--- src/rtl/uart_rx_param.sv ---
// Parametrised UART receiver: 2-flop synchroniser, falling-edge start
// detection, mid-bit sampling from a baud counter, optional parity, 1 or 2
// stop bits, and a valid/ready output holding stage with parity, framing
// and overrun reporting.
module uart_rx_param #(
    parameter int CLKS_PER_BIT = 434,
    parameter int DATA_BITS    = 8,
    parameter int PARITY       = 0,   // 0 none, 1 odd, 2 even
    parameter int STOP_BITS    = 1
) (
    input  logic                 clk,
    input  logic                 rst,
    input  logic                 rx_pin_in,
    output logic [DATA_BITS-1:0] rx_data,
    output logic                 rx_valid,
    input  logic                 rx_ready,
    output logic                 rx_parity_err,
    output logic                 rx_frame_err,
    output logic                 rx_overrun,
    output logic                 rx_busy
);

    localparam int CW = $clog2(CLKS_PER_BIT);
    localparam int IW = $clog2(DATA_BITS + 1);

    localparam logic [CW-1:0] BIT_LAST  = CW'(CLKS_PER_BIT - 1);
    localparam logic [CW-1:0] HALF_LAST = CW'(CLKS_PER_BIT / 2 - 1);
    localparam logic [IW-1:0] DATA_LAST = IW'(DATA_BITS - 1);
    localparam logic [IW-1:0] STOP_LAST = IW'(STOP_BITS - 1);
    // XOR over data and parity bit is 1 for a good odd frame, 0 for a good
    // even frame; flipping by this constant turns it into "mismatch".
    localparam logic          ODD       = (PARITY == 1);

    typedef enum logic [2:0] {
        S_IDLE, S_START, S_DATA, S_PARITY, S_STOP, S_DONE, S_BREAK
    } state_t;

    state_t               state, state_d;
    logic [CW-1:0]        cnt, cnt_d;
    logic [IW-1:0]        idx, idx_d;
    logic [DATA_BITS-1:0] shift, shift_d;
    logic                 perr, perr_d;
    logic                 ferr, ferr_d;

    logic sync1, sync2, hist;
    logic rx_s, fall, bit_tick;

    assign rx_s     = sync2;
    assign fall     = hist & ~sync2;
    assign bit_tick = (cnt == BIT_LAST);
    assign rx_busy  = (state != S_IDLE);

    // Synchroniser and edge history; reset to idle-high so a line held low
    // across reset still needs a genuine high-to-low transition... of the
    // synchronised value relative to the reset history.
    always_ff @(posedge clk or posedge rst) begin
        if (rst) begin
            sync1 <= 1'b1;
            sync2 <= 1'b1;
            hist  <= 1'b1;
        end else begin
            sync1 <= rx_pin_in;
            sync2 <= sync1;
            hist  <= sync2;
        end
    end

    // FSM and datapath registers.
    always_ff @(posedge clk or posedge rst) begin
        if (rst) begin
            state <= S_IDLE;
            cnt   <= '0;
            idx   <= '0;
            shift <= '0;
            perr  <= 1'b0;
            ferr  <= 1'b0;
        end else begin
            state <= state_d;
            cnt   <= cnt_d;
            idx   <= idx_d;
            shift <= shift_d;
            perr  <= perr_d;
            ferr  <= ferr_d;
        end
    end

    // Next-state and datapath updates; counters only advance while below
    // their terminal value, so none can wrap inside a state.
    always_comb begin
        state_d = state;
        cnt_d   = cnt;
        idx_d   = idx;
        shift_d = shift;
        perr_d  = perr;
        ferr_d  = ferr;
        case (state)
            S_IDLE: begin
                if (fall) begin
                    state_d = S_START;
                    cnt_d   = '0;
                    perr_d  = 1'b0;
                    ferr_d  = 1'b0;
                end
            end
            S_START: begin
                if (cnt == HALF_LAST) begin
                    cnt_d   = '0;
                    idx_d   = '0;
                    state_d = rx_s ? S_IDLE : S_DATA;
                end else begin
                    cnt_d = cnt + CW'(1);
                end
            end
            S_DATA: begin
                if (bit_tick) begin
                    cnt_d   = '0;
                    shift_d = {rx_s, shift[DATA_BITS-1:1]};  // LSB arrives first
                    if (idx == DATA_LAST) begin
                        idx_d   = '0;
                        state_d = (PARITY != 0) ? S_PARITY : S_STOP;
                    end else begin
                        idx_d = idx + IW'(1);
                    end
                end else begin
                    cnt_d = cnt + CW'(1);
                end
            end
            S_PARITY: begin
                if (bit_tick) begin
                    cnt_d   = '0;
                    idx_d   = '0;
                    perr_d  = (^{shift, rx_s}) ^ ODD;
                    state_d = S_STOP;
                end else begin
                    cnt_d = cnt + CW'(1);
                end
            end
            S_STOP: begin
                if (bit_tick) begin
                    cnt_d = '0;
                    if (!rx_s) ferr_d = 1'b1;
                    if (idx == STOP_LAST) begin
                        idx_d   = '0;
                        state_d = S_DONE;
                    end else begin
                        idx_d = idx + IW'(1);
                    end
                end else begin
                    cnt_d = cnt + CW'(1);
                end
            end
            S_DONE: begin
                cnt_d   = '0;
                state_d = ferr ? S_BREAK : S_IDLE;
            end
            S_BREAK: begin
                if (rx_s) state_d = S_IDLE;
            end
            default: state_d = S_IDLE;
        endcase
    end

    // Output holding stage: deliver in DONE unless an unaccepted word is
    // still held, in which case the new frame is dropped and flagged.
    always_ff @(posedge clk or posedge rst) begin
        if (rst) begin
            rx_data       <= '0;
            rx_valid      <= 1'b0;
            rx_parity_err <= 1'b0;
            rx_frame_err  <= 1'b0;
            rx_overrun    <= 1'b0;
        end else begin
            rx_overrun <= 1'b0;
            if (state == S_DONE) begin
                if (!rx_valid || rx_ready) begin
                    rx_data       <= shift;
                    rx_parity_err <= perr;
                    rx_frame_err  <= ferr;
                    rx_valid      <= 1'b1;
                end else begin
                    rx_overrun <= 1'b1;
                end
            end else if (rx_valid && rx_ready) begin
                rx_valid      <= 1'b0;
                rx_parity_err <= 1'b0;
                rx_frame_err  <= 1'b0;
            end
        end
    end

endmodule

--- config.mk ---
export PLATFORM = sky130hd
export DESIGN_NAME = uart_rx_param
export DESIGN_NICKNAME = d
export VERILOG_FILES = /design/src/rtl/uart_rx_param.sv
export SDC_FILE = /design/constraint.sdc
export NUM_CORES = 1
export LEC_CHECK = 0
export BUFFER_PORTS_ARGS = -buffer_cell sky130_fd_sc_hd__clkbuf_2
export CORE_MARGIN = 3
export CORE_UTILIZATION = 55
export CTS_CLUSTER_SIZE = 25
export DETAILED_ROUTE_END_ITERATION = 6
export PLACE_DENSITY = 0.74
export SKIP_CTS_REPAIR_TIMING = 1
export SYNTH_ARGS = -nofsm -noshare
export SYNTH_HDL_FRONTEND = slang
export SYNTH_SLANG_ARGS = --single-unit
export TNS_END_PERCENT = 1
--- constraint.sdc ---
create_clock -name clk -period 2.81 [get_ports clk]
set_clock_uncertainty 0.2 [all_clocks]
set_input_delay 0.1405 -clock clk [delete_from_list [all_inputs] [get_ports clk]]
set_output_delay 0.1405 -clock clk [all_outputs]
set_load 0.005 [all_outputs]
==> out/metrics.yaml, run 1 <==
drc: 0
wl_per_cell_um: 14.0
synthSimpleGateAreaFrac: 0.186
yosys.area.top_type: "dfrtp_1"
core_um2: 3690
layout_min_cycle_time_ns: 2.38
syn-cell-area_um2: 2130
critPathCaptureType: "register"
clock_path_buffers: 2
io_buffers: 16
die_area_um2: 4660
antenna_found_initial: 0
p_per_area_nw_per_um2: 744
ys_top_cells_by_area: "dfrtp_1 45%, mux2_2 8.4%, o21ai_0 3.8%, dfstp_2 3.7%, nand2_1 3.7%"
place_congestion: 0.842
drv_cap: 0
arrival_ns: 2.36
final_cell_mix: "38 x dfrtp_1, 21 x nand2_1, 16 x o21ai_0, 16 x mux2_2, 16 x clkbuf_2"
cp_slowest_stage_delay_ns: 0.49
r2r_start: "cnt[1]"
fillerInstances: 309
wirelength_um: 3940
ys_ff_latch: 41
synthAdderAreaFrac: 0.0293
grt_pass1_wl_um: 6400
synth_compound_area_frac: 0.130
total_power_w: 0.00180
relSlewSlack: 0.616
rr_endpoint: "shift[7]"
cts_buffers: 5
initial_core_util: 0.579
hold_path_end: "rx_s"
num_antenna_cells: 0
drt_iter0_drc: 44
peakVddDrop_mv: 0.538
crit_path_max_fanout: 9
insertion_delay_ns: 0.30
ff2ff_path_depth: 6
slowest_stage: "and4_1"
worst_hold_startpoint: "sync1"
hold_path.class: "register to register"
synth_cell_types: 46
slew_viol_final: 0
critPathTopFamily: "simple AND/OR/NAND/NOR gates"
overflow: 0
dieWidth_um: 68.3
pin_count: 17
cts.clk_slew.worst_paths_ns: 0.08
startpoint_type: "register"
setup_viol: 0
htree_levels: 2
synth_xor_area_frac: 0.0410
layout-drive-gt1-share: 0.235
dieHeight_um: 68.3
crit_chain: "inv_1, ha_1, nand4b_1, nor2_1, and4_1, mux2_2"
setup-tns-final_ns: 0
hold_violations: 0
drtAntennaViolNets: 0
seq_area_frac_synth: 0.482
synth_top_family_by_area: "simple AND/OR/NAND/NOR gates"
yosys_warnings: 0
fp-row-count: 22
dp_hpwl_um: 2760
syn_nets: 220
synth_top_area_share: 0.445
clockRootBuffer: "clkbuf_8"
firstDrtPassIters: 4
clkSinkCount: 41
max_freq_mhz: 421
synth_edf_count: 0
vias_per_cell: 5.55
nNetsFinal: 242
vias: 1566
track_usage: 0.187
status: "completed"
leakagePower_nw: 1.12
worstPathRequired_ns: 2.79
r2r_setup_slack_ns: 0.43
cts_tree: "built"
worst_pin_slew_ns: 0.573
rsz0062_at_grt: "no"
syn_inst: 211
final_common_cell: "dfrtp_1"
whs_path_depth: 0
syn_avg_cell_area_um2: 10.1
period_share: 0.845
yosys_most_used_dff: "dfrtp_1"
fin_hold_ws_ns: 0.162
crit_buf_inv: 1
ys_async_sr_fraction: 1.00
grt_max_degree: 42
area_growth_pct: 13.2
grt_pass1_vias: 1416
path_class: "register to register"
synth.area.mux_share: 0.0938
## routing by layer
layer / track usage / share of wire
met2: 0.304 / 0.46
met3: 0.0558 / 0.037
met1: 0.237 / 0.48
met4: 0.0596 / 0.014
met5: 0 / 0
## Yosys cell counts, types with 2 or more instances
| master | instances |
|---|---|
| o21ai_0 | 16 |
| nand2_1 | 21 |
| inv_1 | 11 |
| clkbuf_1 | 3 |
| nand3_1 | 7 |
| dfrtp_1 | 38 |
| dfstp_2 | 3 |
| mux2i_1 | 2 |
| nor2b_1 | 3 |
| or4_1 | 2 |
| nand3b_1 | 2 |
| nor2_1 | 14 |
| xnor2_1 | 9 |
| a22o_1 | 3 |
| ha_1 | 5 |
| nand2b_1 | 5 |
| buf_2 | 4 |
| nand4b_1 | 2 |
| or3_1 | 3 |
| mux2_2 | 16 |
| nor4_1 | 3 |
| a21oi_1 | 8 |
| o211ai_1 | 3 |
| nor3_1 | 6 |
## cell type report
| cell class | instances | area (um^2) | area share |
|---|---|---|---|
| clock buffers | 6 | 82.6 | 0.0342 |
| clock inverters | 2 | 37.5 | 0.0155 |
| inverters | 11 | 41.3 | 0.0171 |
| multi-input cells | 151 | 1020 | 0.424 |
| flip-flops and latches | 41 | 1030 | 0.426 |
| well taps | 48 | 60.1 | 0.0249 |
| repair buffers | 23 | 140 | 0.0580 |
## state kept, by name, summed over array words and instances (netlist names), 3 cells and up
signal,count
cnt,9
shift,8
rx_data,8
idx,4
state,3
## power by group
part | internal, W | switching, W
Clock | 0.000289 | 0.000210
Combinational | 0.000204 | 0.000328
Sequential | 0.000644 | 0.000122
Total | 0.00114 | 0.000660
## worst max-delay path by stage
stage                     startpoint  endpoint  slack (ns)  cells after the start
after global placement        cnt[1]  shift[0]        0.57                      6
after CTS                     cnt[1]  shift[7]        0.46                      6
after global routing          cnt[1]  shift[7]        0.31                      6
final                         cnt[1]  shift[7]        0.43                      6
after detailed placement      cnt[1]  shift[2]        0.46                      6
after floorplan               cnt[0]    cnt[4]        0.71                      6
## kinds of logic (layout without fill, tap and decap cells)
group | Yosys count | in the layout
AND/OR/NAND/NOR | 76 | 76
AO/OA/AOI/OAI | 42 | 42
flip-flops | 41 | 41
buffers and inverters | 19 | 42
multiplexers | 18 | 18
XOR/XNOR | 10 | 10
adder cells (fa/ha/maj) | 5 | 5
## through the flow
step           std cells  area [um^2]  setup slack, ns   util
6_report             282         2420            0.435  0.655
3_3_place_gp         271         2270            0.571  0.614
3_5_place_dp         271         2270            0.465  0.614
5_1_grt              282         2420            0.309  0.655
4_1_cts              279         2390            0.464  0.647
2_1_floorplan        211         2130            0.715      -
Note: power is estimated with default switching activity, not from simulation.
==> run 2: changes to the inputs <==
- CORE_UTILIZATION: 55 -> 53
- PLACE_DENSITY: 0.74 -> 0.75
- clock period: 2.81 -> 2.1 ns (I/O delays scaled with it)
==> run 2 against run 1 <==
The run now ends with negative setup slack left. Cell area up 9.0%. Via count increased by 9.1%. Clock power grew 26%. Non-clock buffer count increased by 23. Maximum frequency increased by 11%. Core utilization rose by 4.3 points. Critical endpoint is now cnt[4]. Wire length up 17%. Highest routed layer unchanged. Total power grew 48%. Register-to-register slack got worse by 0.47 ns.
==> out/metrics.yaml, run 2 (same netlist as run 1, synthesis figures left out) <==
initial_core_util: 0.566
largest_register_ffs: 9
combPwrFrac: 0.411
layout-drive-gt1-share: 0.323
hold_violations: 0
route.top_layer_used: "met4"
setup_viol: 1
arrival_ns: 2.16
drt_iter0_drc: 69
switching_share: 0.374
final_common_cell: "dfrtp_1"
worstPathRequired_ns: 2.12
wirelength_um: 4630
firstDrtPassIters: 4
regMostFlops: "cnt"
final_core_util: 0.698
dr_wl_met2_um: 2370
rsz0062_at_grt: "yes"
final_cell_mix: "37 x dfrtp_1, 26 x buf_4, 21 x nand2_1, 16 x mux2_2, 16 x clkbuf_2"
place_congestion: 0.847
m1WireLength_um: 2030
io_buffers: 16
dp_hpwl_um: 3270
startpoint_type: "register"
grt_pass1_wl_um: 7780
top_regs: "cnt (9), rx_data (8), shift (8)"
clockRootBuffer: "clkbuf_8"
crit_chain: "ha_1, nand4b_1, buf_4, a2111oi_4, or3_4, or4_1, o21ai_1"
peakVddDrop_mv: 0.589
p_seq_frac: 0.353
drtAntennaViolNets: 0
pin_count: 17
period_share: 1.02
relSlewSlack: 0.664
pwr-share-clk: 0.236
crit_path_max_fanout: 4
area_growth_pct: 23.4
num_antenna_cells: 0
power_switching_w: 0.000995
slowest_stage: "or4_1"
r2r_setup_slack_ns: -0.04
cts.clk_slew.worst_paths_ns: 0.08
antenna_found_initial: 0
intPower_w: 0.00166
slew_viol_final: 0
setup-tns-final_ns: -0.0368
max_freq_mhz: 468
fp-row-count: 22
cp_slowest_stage_delay_ns: 0.47
insertion_delay_ns: 0.29
cts_buffers: 5
dieWidth_um: 69.5
die_area_um2: 4820
clock_path_buffers: 2
p_per_area_nw_per_um2: 1010
grt_pass1_vias: 1680
nNetsFinal: 265
overflow: 0
wl_per_cell_um: 15.2
violations: "negative setup slack"
drc: 0
cts_tree: "built"
worst_pin_slew_ns: 0.504
clkSinkCount: 41
path_class: "register to register"
hold_path.class: "register to register"
grt_max_degree: 42
vias: 1708
status: "complete, but fails checks"
wl_met3_um: 190
critPathCaptureType: "register"
leakagePower_nw: 1.23
drv_cap: 0
vias_per_cell: 5.60
place_area_um2: 2440
layout_min_cycle_time_ns: 2.14
htree_levels: 2
fin_area_um2: 2630
core_um2: 3770
track_usage: 0.202
total_power_w: 0.00266
setup_ws_ns: -0.0368
dieHeight_um: 69.5
## run 2: metal layers
layer / vias to the layer above / global-route usage
met5: - / 0
met2: 41 / 0.341
met3: 6 / 0.0493
met1: 824 / 0.255
met4: 0 / 0.0607
li1: 837 / -
## run 2: cell type report
type	instances	area, um^2
Timing Repair Buffer	46	325
Multi-Input combinational cell	151	1070
Clock inverter	2	35.0
Tap cell	48	60.1
Sequential cell	41	1030
Clock buffer	6	72.6
Inverter	11	41.3
Fill cell	279	1140
## run 2: metrics by stage
stage               std cells  hold slack (ns)  setup WS (ns)
global route              305            0.172         -0.148
CTS                       301           -0.319        -0.0539
global placement          293         -0.00580         0.0493
floorplan                 211          -0.0905        0.00455
finish                    305            0.166        -0.0368
detailed placement        293         -0.00574       -0.00735
## run 2: power by group through the flow
stage,sequential [W],combinational [W],clock (W)
2_1_floorplan,0.000940,0.000628,0
3_3_place_gp,0.000938,0.000995,0
3_5_place_dp,0.000942,0.00102,0
4_1_cts,0.000927,0.00103,0.000639
5_1_grt,0.000950,0.00120,0.000674
6_report,0.000937,0.00109,0.000628
## run 2: critical path: cells and delay by family (launching register included)
kind	cells	cell delay (ns)
adders and majority gates	1	0.20
buffers and inverters	1	0.15
and+or+nand+nor	3	0.99
AOI/OAI and AO/OA	2	0.13
DFF	1	0.40
## run 2: final timing paths
check | start | end | depth (start not counted)
max reg2reg | cnt[0] | cnt[4] | 7
min reg2reg | sync1 | rx_s | 0
max in group asynchronous | rst | rx_s | 4
min in group asynchronous | rst | state[2] | 4
max | cnt[0] | cnt[4] | 7
min | sync1 | rx_s | 0
==> run 3: changes to the inputs <==
- CTS_CLUSTER_DIAMETER: default -> 200
- SKIP_LAST_GASP: default -> 1
==> run 3 against run 2 <==
The flow still finishes with violations (negative setup slack). Global-route usage stayed put. Via count is 0.29% lower. Sequential power hardly changed. Combinational power hardly changed. Non-clock buffer count stayed put. Register-to-register slack hardly changed. Total power is 0.18% lower. Sequential share of layout area is 0.075 points higher. Die area stayed put. Core utilization is 0.13 points lower. Critical path type unchanged. Highest routed layer unchanged.
==> out/metrics.yaml, run 3 (same netlist as run 1, synthesis figures left out) <==
status: "complete, but fails checks"
violations: "negative setup slack"
layout-drive-gt1-share: 0.315
critPathTopFamily: "simple AND/OR/NAND/NOR gates"
dp_hpwl_um: 3270
r2r_setup_slack_ns: -0.04
crit_chain: "inv_2, ha_1, nand4b_1, buf_4, a2111oi_4, or3_4, or4_1, o21ai_1"
startpoint_type: "register"
total_power_w: 0.00265
path_class: "register to register"
vias_per_cell: 5.58
cp_slowest_stage_delay_ns: 0.47
max_freq_mhz: 467
slowest_stage: "or4_1"
period_share: 1.02
dpl_worst_slack_ns: -0.00735
num_antenna_cells: 0
worst_pin_slew_ns: 0.506
leakagePower_nw: 1.23
core_um2: 3770
pin_count: 17
io_buffers: 16
slew_viol_final: 0
peakVddDrop_mv: 0.584
place_congestion: 0.847
hold_violations: 0
whs_path_depth: 0
setup_ws_ns: -0.0414
largest_register_ffs: 9
clock_path_buffers: 2
drc: 0
rr_endpoint: "cnt[4]"
fp-row-count: 22
wl_per_cell_um: 15.2
hold_path_end: "rx_s"
hold_path.class: "register to register"
drv_cap: 0
r2r_start: "cnt[1]"
drt_iter0_drc: 99
dieWidth_um: 69.5
area_growth_pct: 23.2
regMostFlops: "cnt"
placed_cells: 293
antenna_found_initial: 0
setup_viol: 2
grt_pass1_wl_um: 7780
track_usage: 0.202
relSlewSlack: 0.663
wirelength_um: 4630
die_area_um2: 4820
top_regs: "cnt (9), rx_data (8), shift (8)"
p_per_area_nw_per_um2: 1010
nNetsFinal: 265
clkSinkCount: 41
final_cell_mix: "37 x dfrtp_1, 26 x buf_4, 21 x nand2_1"
insertion_delay_ns: 0.29
initial_core_util: 0.566
ff2ff_path_depth: 8
drtAntennaViolNets: 0
setup-tns-final_ns: -0.0434
critPathLaunch: "cnt[1]"
vias: 1703
finalNonFillerCells: 305
layout_min_cycle_time_ns: 2.14
worstPathRequired_ns: 2.12
worst_hold_startpoint: "sync1"
grt_pass1_vias: 1680
dieHeight_um: 69.5
firstDrtPassIters: 4
cts_tree: "built"
final_common_cell: "dfrtp_1"
rsz0062_at_grt: "yes"
cts_buffers: 5
clockRootBuffer: "clkbuf_8"
htree_levels: 2
critPathCaptureType: "register"
arrival_ns: 2.16
crit_path_max_fanout: 4
grt_max_degree: 42
overflow: 0
cts.clk_slew.worst_paths_ns: 0.07
crit_buf_inv: 2
[run 3: final cells by class]
cell class | count | area (um^2)
clock buffer | 6 | 72.6
clock inverter | 2 | 35.0
tap | 48 | 60.1
timing repair buffer | 46 | 325
multi-input combinational | 151 | 1060
fill | 281 | 1140
sequential | 41 | 1030
inverter | 11 | 41.3
[run 3: how the worst max path moves through the flow]
stage / slack, ns / endpoint / cells past startpoint
after floorplan: 0.005 / cnt[4] / 6
after global placement: 0.05 / idx[2] / 8
after detailed placement: -0.007 / state[1] / 6
after CTS: -0.05 / state[1] / 6
final: -0.04 / cnt[4] / 8
after global routing: -0.15 / idx[2] / 8
[run 3: worst register-to-register path, cell delays in order (launching register included)]
cell and delay, ns:
dfrtp_1 0.38, inv_2 0.06, ha_1 0.17, nand4b_1 0.11
buf_4 0.14, a2111oi_4 0.06, or3_4 0.41, or4_1 0.47
o21ai_1 0.08
[run 3: where the power goes]
part	internal (W)	leakage [nW]	switching (W)
sequential	0.000866	0.554	0.0000715
combinational	0.000444	0.621	0.000646
clock	0.000353	0.0552	0.000274
[run 3: per-layer routing]
metal,track usage,wire (um),vias up
met4,0.0607,42,0
met1,0.255,2010,808
met2,0.341,2360,47
met3,0.0493,216,6
met5,0,0,-
li1,-,-,842
[run 3: per-stage QoR]
step           utilization  hold WS, ns  instance area [um^2]
6_report             0.697        0.168                  2630
5_1_grt              0.697        0.172                  2630
4_1_cts              0.677       -0.319                  2550
3_5_place_dp         0.648     -0.00574                  2440
3_3_place_gp         0.648     -0.00580                  2440
2_1_floorplan            -      -0.0905                  2130
